==> src/rtl/ram_fifo_pkg.sv <==
// rtl/ram_fifo_pkg.sv - shared constants and arbitration type for the RAM-backed FIFO
package ram_fifo_pkg;

  localparam int RD_LAT     = 1;
  localparam int OBUF_DEPTH = 2;

  typedef enum logic {
    ARB_WR = 1'b0,
    ARB_RD = 1'b1
  } arb_e;

endpackage

==> src/rtl/ram_fifo_obuf.sv <==
// rtl/ram_fifo_obuf.sv - two-entry output buffer fed by RAM read data
module ram_fifo_obuf
  import ram_fifo_pkg::*;
#(
  parameter int DW = 4
) (
  input  logic          clk,
  input  logic          rst_n,
  input  logic          push_vld,
  input  logic [DW-1:0] push_d,
  output logic          pop_vld,
  output logic [DW-1:0] pop_d,
  input  logic          pop_rdy,
  output logic [1:0]    occ
);

  logic [DW-1:0] mem [OBUF_DEPTH];
  logic          wr_idx;
  logic          rd_idx;
  logic          pop_fire;

  assign pop_vld  = (occ != 2'd0);
  assign pop_fire = pop_vld && pop_rdy;
  // Gate data so stale entries never show up while the buffer is empty
  assign pop_d    = pop_vld ? mem[rd_idx] : '0;

  // Ring of two entries; the controller never pushes into a full buffer
  always_ff @(posedge clk or negedge rst_n) begin
    if (!rst_n) begin
      mem[0] <= '0;
      mem[1] <= '0;
      wr_idx <= 1'b0;
      rd_idx <= 1'b0;
      occ    <= 2'd0;
    end else begin
      if (push_vld) begin
        mem[wr_idx] <= push_d;
        wr_idx      <= ~wr_idx;
      end
      if (pop_fire) rd_idx <= ~rd_idx;
      occ <= occ + 2'(push_vld) - 2'(pop_fire);
    end
  end

endmodule

==> src/rtl/ram_fifo_ctrl.sv <==
// rtl/ram_fifo_ctrl.sv - FIFO controller storing words in an external RAM plus output buffer
module ram_fifo_ctrl
  import ram_fifo_pkg::*;
#(
  parameter int AW = 4,
  parameter int DW = 4
) (
  input  logic          clk,
  input  logic          rst_n,
  input  logic          push_vld,
  input  logic [DW-1:0] push_d,
  output logic          push_rdy,
  output logic          pop_vld,
  output logic [DW-1:0] pop_d,
  input  logic          pop_rdy,
  output logic [AW+1:0] count,
  output logic          full,
  output logic          empty,
  output logic [AW-1:0] ram_a,
  output logic [DW-1:0] ram_d,
  output logic          ram_en,
  output logic          ram_wr,
  input  logic [DW-1:0] ram_q
);

  localparam int            DEPTH   = 1 << AW;
  localparam logic [AW:0]   DEPTH_C = (AW+1)'(DEPTH);
  localparam logic [AW+1:0] CAP_C   = (AW+2)'(DEPTH + OBUF_DEPTH);

  logic [AW-1:0] wptr;
  logic [AW-1:0] rptr;
  logic [AW:0]   ram_cnt;
  logic          rd_inflight;
  arb_e          rr;
  logic          active;
  logic [1:0]    occ;

  logic rd_cond;
  logic wr_room;
  logic do_wr;
  logic do_rd;
  logic contested;

  // A read is worth issuing only if the output buffer can absorb its data
  assign rd_cond   = (ram_cnt != '0) && ((occ + {1'b0, rd_inflight}) < 2'(OBUF_DEPTH));
  assign wr_room   = (ram_cnt < DEPTH_C);
  // active holds push_rdy low during reset and the first edge after release
  assign push_rdy  = active && wr_room && !(rd_cond && (rr == ARB_RD));
  assign do_wr     = push_vld && push_rdy;
  assign do_rd     = rd_cond && !do_wr;
  assign contested = active && rd_cond && push_vld && wr_room;

  assign ram_en = do_wr || do_rd;
  assign ram_wr = do_wr;
  assign ram_a  = do_wr ? wptr : (do_rd ? rptr : '0);
  assign ram_d  = do_wr ? push_d : '0;

  assign count = {1'b0, ram_cnt} + (AW+2)'(rd_inflight) + (AW+2)'(occ);
  assign empty = (count == '0);
  assign full  = (count == CAP_C);

  // Pointers, RAM occupancy, read pipeline and round-robin flag
  always_ff @(posedge clk or negedge rst_n) begin
    if (!rst_n) begin
      wptr        <= '0;
      rptr        <= '0;
      ram_cnt     <= '0;
      rd_inflight <= 1'b0;
      rr          <= ARB_WR;
      active      <= 1'b0;
    end else begin
      active <= 1'b1;
      if (do_wr) wptr <= wptr + 1'b1;
      if (do_rd) rptr <= rptr + 1'b1;
      ram_cnt     <= ram_cnt + (AW+1)'(do_wr) - (AW+1)'(do_rd);
      rd_inflight <= do_rd;
      if (contested) rr <= (rr == ARB_WR) ? ARB_RD : ARB_WR;
    end
  end

  ram_fifo_obuf #(
    .DW (DW)
  ) u_obuf (
    .clk      (clk),
    .rst_n    (rst_n),
    .push_vld (rd_inflight),
    .push_d   (ram_q),
    .pop_vld  (pop_vld),
    .pop_d    (pop_d),
    .pop_rdy  (pop_rdy),
    .occ      (occ)
  );

endmodule

==> config.mk <==
export PLATFORM = sky130hd
export DESIGN_NAME = ram_fifo_ctrl
export DESIGN_NICKNAME = d
export VERILOG_FILES = /design/src/rtl/ram_fifo_pkg.sv /design/src/rtl/ram_fifo_obuf.sv /design/src/rtl/ram_fifo_ctrl.sv
export SDC_FILE = /design/constraint.sdc
export NUM_CORES = 1
export LEC_CHECK = 0
export CORE_MARGIN = 2
export CORE_UTILIZATION = 45
export CTS_CLUSTER_DIAMETER = 150
export DETAILED_ROUTE_END_ITERATION = 7
export GPL_TIMING_DRIVEN = 1
export PLACE_DENSITY = 0.79
export SETUP_SLACK_MARGIN = 0.05
export SLEW_MARGIN = 20
export SYNTH_ARGS = -nofsm -noshare
export SYNTH_HDL_FRONTEND = slang
export SYNTH_SLANG_ARGS = --single-unit
==> constraint.sdc <==
create_clock -name clk -period 7.5 [get_ports clk]
set_input_delay 1.5 -clock clk [delete_from_list [all_inputs] [get_ports clk]]
set_output_delay 1.5 -clock clk [all_outputs]
set_load 0.02 [all_outputs]
==> metrics, run 1 <==
Vias/cell 4.85; setup repair after global routing missed its margin no; RR Startpoint ram_cnt[2]; sequential-to-total area share from yosys stat 0.434; Antenna Cells 0; Seq cells post-synth 28; Final Wtd Congestion 0.770; Post-Synthesis Cell Area 1620 um2; max cap viols 0; input/output buffers 35; initial antenna violation count 0; Slew headroom 0.563; slowest library cell on the worst path clkdlybuf4s50_1; DR DRC count 0; Clock Skews 0.00302 ns; post-synth cell types 31; Post-synth top cells 28 x dfrtp_1, 18 x inv_1, 12 x ha_1, 12 x xnor2_1; Post-Synth Simple-Gate Area 0.118; CTS Buffer Depth 2; Die Area 4080 um2; WP data required roughly 6.0 ns; FF+latch area 701 um2; most frequently used flop master after synthesis dfrtp_1; average instance area after synthesis 11.2 um2; DIE HEIGHT between 60 and 70 um; Die Span X 63.9 um; Post-synth EDFFs 0; Critical Path End Type output pin; Synth-to-Final Area Change 27.6%; Fmax achieved 198 MHz; fill count 286; WP data arrival 3.56 ns; DR WL/cell 13.0 um; CTS root buffer clkbuf_4; share of cells above drive strength 1 0.127; Nets 209; CTS HTree Levels 1; Initial Util 0.477; Ports 36; delay-heaviest family, CP buffers and inverters; Critical Path Source push_vld; Via Count 1102; Clock Latency Late Sink between 0.3 and 0.4 ns; CTS tree built; CP Class input pin to output pin; 1st-iter DRT viols 41; core area between 3000 and 4000 um2; CTS hold repair buffers 0; Antenna Violating Nets Remaining 0; Final Hold Fails 0; TritonCTS buffer count 3; Synth Area in Compound Gates 0.0596; worst-path maximum fanout 10; largest net degree at the start of global routing 29; endpoints failing setup 0; main combinational cell family by area after synthesis adder cells; worst slew pin tran 0.652 ns; global-route wire length before repair 5.24 mm; post-synthesis mux area share 0.103; fraction of registers with async set/reset 1.00; GRT Residual Overflow 0; WL final 2.96 mm; Worst Path Buf+Inv 2; post-synth net total about 170; status completed; DP HPWL 2.33 mm; post-layout util 0.608; area of the multi-input gates 825 um2; largest area contributor in the netlist dfrtp_1; Hold WC Path Type register to register; GR Util All Layers 0.164; vias in the first global route about 1100; Pre-antenna DRT Iters 4; post-synth top area share 0.434; synth warn 0; Setup TNS 0 ns; Mapped Cells 144; Synth Area in XOR/XNOR 0.0976; Startpoint Class input pin; Post-CTS Resized 0; count of pins over their slew limit 0; CTS sink count 28; period utilization 0.675; slowest cell delay on critical path 0.60 ns; CP cell instances clkdlybuf4s50_1 -> and4bb_2 -> nor3b_2 -> a22o_2 -> clkdlybuf4s50_1; most common cell in the netlist dfrtp_1; clock-pin transition on the worst setup and hold timing paths 0.14 ns; Crit path top cell by count clkdlybuf4s50_1; largest cells by area after synthesis dfrtp_1 43%, ha_1 9.3%, xnor2_1 6.5%; adder-cell area share of the yosys netlist 0.130; total setup buffers inserted after CTS 0; Tmin final 5.06 ns; hold_sp wptr[3]; row cnt 21
-- layout by cell type, fill, tap and decap left out, types with 2 or more instances in the layout --
cell type | netlist | layout
o21ai_0 | 2 | 2
nor2b_1 | 2 | 2
clkdlybuf4s50_1 | 0 | 35
nor2_1 | 10 | 10
and2_1 | 4 | 4
fa_1 | 3 | 3
a21oi_1 | 2 | 2
nand2_1 | 10 | 10
xnor2_1 | 12 | 12
mux2i_1 | 5 | 5
clkbuf_4 | 0 | 3
mux2_2 | 9 | 9
ha_1 | 12 | 12
nand4_1 | 2 | 2
dfrtp_1 | 28 | 28
inv_1 | 18 | 18
xor2_1 | 6 | 6
a22o_2 | 4 | 4
-- path summary, 6_finish.rpt --
check / slack [ns] / endpoint / cells past startpoint
min in group asynchronous: 1.53 / rr / 2
max in group asynchronous: 5.71 / rptr[0] / 2
worst max register to register: 4.55 / ram_cnt[4] / 13
worst min register to register: 0.51 / wptr[3] / 1
worst min-delay path: 0.51 / wptr[3] / 1
worst max-delay path: 2.44 / ram_a[0] / 5
-- registers in the layout, indices dropped and copies added (netlist names), 2 cells and up --
name and flops:
ram_cnt 5, rptr 4, u_obuf.mem 8, u_obuf.occ 2
wptr 4
-- logic make-up (layout without fill, tap and decap cells) --
kind of cell	after synthesis	count (layout)
buffers and inverters	21	58
muxes	15	15
DFF	28	28
other	1	1
AOI/OAI and AO/OA	11	11
xor gates and xnor gates	18	18
adders and majority gates	15	15
and+or+nand+nor	35	35
-- per-layer routing --
metal / vias to the layer above / routed length, um / GRT usage
met3: 2 / 152 / 0.0299
met5: - / 0 / 0
li1: 545 / - / -
met2: 29 / 1530 / 0.292
met4: 0 / 16 / 0.0326
met1: 526 / 1270 / 0.208
-- worst register-to-register path, stage by stage, from the launching register on --
cell and delay, ns:
dfrtp_1 0.47, inv_1 0.09, ha_1 0.20, or4b_4 0.22
nor3b_2 0.55, nand2_1 0.21, nand2_1 0.10, ha_1 0.17
inv_1 0.06, fa_1 0.40, inv_1 0.07, a21oi_1 0.06
o21bai_1 0.15, xnor2_1 0.13
-- per-stage QoR --
| stage | area [um2] | cells | hold WS, ns | setup WS (ns) |
|---|---|---|---|---|
| 6_report | 2060 | 227 | 0.513 | 2.44 |
| 5_1_grt | 2060 | 227 | 0.528 | 2.32 |
| 4_1_cts | 2060 | 227 | 0.516 | 2.43 |
| 3_5_place_dp | 2010 | 223 | 0.493 | 2.45 |
| 3_3_place_gp | 2010 | 223 | 0.471 | 2.51 |
| 2_1_floorplan | 1620 | 144 | 0.446 | 3.71 |
-- cell type report --
class | count | share of cell area
clock buffers | 3 | 0.0109
inverters | 18 | 0.0328
multi-input cells | 95 | 0.400
clock inverters | 1 | 0.0146
flip-flops and latches | 28 | 0.340
well taps | 46 | 0.0279
repair buffers | 36 | 0.174
Power of run 1 is left out: the tool's default activity adds up to more than one toggle a clock period on the data nets, which glitch-free logic cannot reach.
==> inputs of run 2 (changes only) <==
--- a/config.mk
+++ b/config.mk
@@ -10,7 +10,7 @@
 export CTS_CLUSTER_DIAMETER = 150
 export DETAILED_ROUTE_END_ITERATION = 7
 export GPL_TIMING_DRIVEN = 1
-export PLACE_DENSITY = 0.79
+export PLACE_DENSITY = 0.81
 export SETUP_SLACK_MARGIN = 0.05
 export SLEW_MARGIN = 20
 export SYNTH_ARGS = -nofsm -noshare
==> constraint.sdc (replaced) <==
create_clock -name clk -period 4.4 [get_ports clk]
set_input_delay 0.88 -clock clk [delete_from_list [all_inputs] [get_ports clk]]
set_output_delay 0.88 -clock clk [all_outputs]
set_load 0.02 [all_outputs]
==> run 2 against run 1 <==
Net effect:
- final area is 0.36% higher
- global-route usage is 0.10 points higher
- die area stayed put
- highest routed layer unchanged
- first-iteration DRC count is 29% lower
- clock-buffer cell count stayed put
- register-to-register slack worse by 3.0 ns
==> metrics, run 2 (same netlist as run 1, synthesis figures left out) <==
DR DRC count 0 (unchanged); Pre-antenna DRT Iters 4 (unchanged); slowest cell delay on critical path 0.65 ns (+0.05 ns); GR Util All Layers 0.165 (+0.00100); initial antenna violation count 0 (unchanged); clock-pin transition on the worst setup and hold timing paths 0.15 ns (about the same); WP data arrival 2.82 ns (-0.74 ns); worst-path maximum fanout 4 (-6); Hold WC Path Type register to register; Die Area 4080 um2 (unchanged); Critical Path End Type output pin; Ports 36 (unchanged); CTS HTree Levels 1 (unchanged); worst slew pin tran 0.489 ns (-0.163 ns); Antenna Cells 0 (unchanged); RR Startpoint ram_cnt[2]; Final Hold Fails 0 (unchanged); CP cell instances inv_1 -> fa_1 -> inv_1 -> fa_1 -> nor4_1 -> clkdlybuf4s50_1; Initial Util 0.477 (unchanged); endpoints failing setup 0 (unchanged); PnR worst setup slack 0.705 ns (-1.74 ns); max reg flops 8 (unchanged); Fmax achieved 271 MHz; input/output buffers 35 (unchanged); Tmin final 3.70 ns; largest net degree at the start of global routing 29 (unchanged); commonest non-fill, non-tap cell in the layout clkdlybuf4s50_1; CTS Buffer Depth 2 (unchanged); Die Span X 63.9 um (unchanged); slowest library cell on the worst path clkdlybuf4s50_1; CP Class register to output pin; Antenna Violating Nets Remaining 0 (unchanged); Final Wtd Congestion 0.811 (+5.2%); GRT Residual Overflow 0 (unchanged); placed cells 224 (+0.45%); fill count 288 (+0.70%); worst setup path endpoint empty; Largest regs u_obuf.mem: 8 flops, ram_cnt: 5 flops; Vias/cell 4.85 (about the same); row cnt 21 (unchanged); CTS sink count 28 (unchanged); Via Count 1106 (+0.36%); Clock Latency Late Sink 0.33 ns (about the same); WP data required 3.52 ns (-2.48 ns); Slew headroom 0.671 (+0.107); Synth-to-Final Area Change 28.0%; count of pins over their slew limit 0 (unchanged); Critical Path Source rd_inflight; period utilization 0.840; global-route wire length before repair 5.31 mm (+1.2%); DIE HEIGHT 63.9 um (unchanged); fin cells 228 (+0.44%); DP HPWL 2.35 mm (+0.88%); hold_sp rptr[3]; Worst Path Buf+Inv 3 (+1); DR WL/cell 13.1 um (+0.64%); Clock Skews 0.000660 ns (-0.00236 ns); WL final 2.99 mm (+1.1%); RR Endpoint ram_cnt[4]; delay-heaviest family, CP adder cells; cell count along the critical path 6 (+1); core area 3390 um2 (unchanged); max cap viols 0 (unchanged); CTS root buffer clkbuf_4; Startpoint Class register; total setup buffers inserted after CTS 0 (unchanged); Biggest register u_obuf.mem; vias in the first global route 1180 (+3.8%); FF-to-FF setup slack 1.56 ns (-2.99 ns); most frequent cells in the layout 35 x clkdlybuf4s50_1, 28 x dfrtp_1, 18 x inv_1, 12 x xnor2_1, 12 x ha_1; Place WS 0.771 ns (-1.68 ns); TritonCTS buffer count 3 (unchanged); Post-CTS Resized 0 (unchanged); 1st-iter DRT viols 29 (-29%); Setup TNS 0 ns (unchanged); Nets 210 (+0.48%); worst r2r path cells 11 (-2); setup repair after global routing missed its margin no; status completed; CTS tree built; share of cells above drive strength 1 0.132 (+0.00480); CTS hold repair buffers 0 (unchanged)
==> run 2: per-layer routing <==
metal,track usage,vias to the layer above,routed length [um]
met4,0.0489,0,17
met5,0,-,0
li1,-,540,-
met1,0.204,536,1280
met2,0.290,28,1560
met3,0.0317,2,142
==> run 2: final cells by class <==
cell class              instances  area, um2  share of cell area
flip-flops and latches         28        701               0.339
clock inverters                 1       30.0              0.0145
repair buffers                 37        365               0.177
inverters                      18       67.6              0.0327
clock buffers                   3       22.5              0.0109
multi-input cells              95        825               0.399
well taps                      46       57.6              0.0278
==> run 2: worst min-delay path by stage <==
stage	to	cells after the start
after detailed placement	rptr[3]	1
after global placement	wptr[3]	1
after CTS	rptr[3]	1
final	rptr[3]	1
after global routing	rptr[3]	1
after floorplan	wptr[3]	1
==> run 2: metrics by stage <==
step	hold WS [ns]	instance area (um2)	utilization
4_1_cts	0.496	2070	0.610
5_1_grt	0.517	2070	0.610
3_3_place_gp	0.474	2020	0.595
2_1_floorplan	0.446	1620	-
6_report	0.494	2070	0.610
3_5_place_dp	0.472	2020	0.595
==> run 2: worst register-to-register path, stage by stage, from the launching register on <==
cell and delay (ns):
dfrtp_1 0.47, inv_1 0.12, ha_1 0.17, or4b_4 0.49, a31oi_4 0.37, ha_1 0.26, inv_1 0.06, fa_1 0.39
inv_1 0.07, a21oi_1 0.06, o21bai_1 0.15, xnor2_1 0.15
Power of run 2 is left out for the same reason.
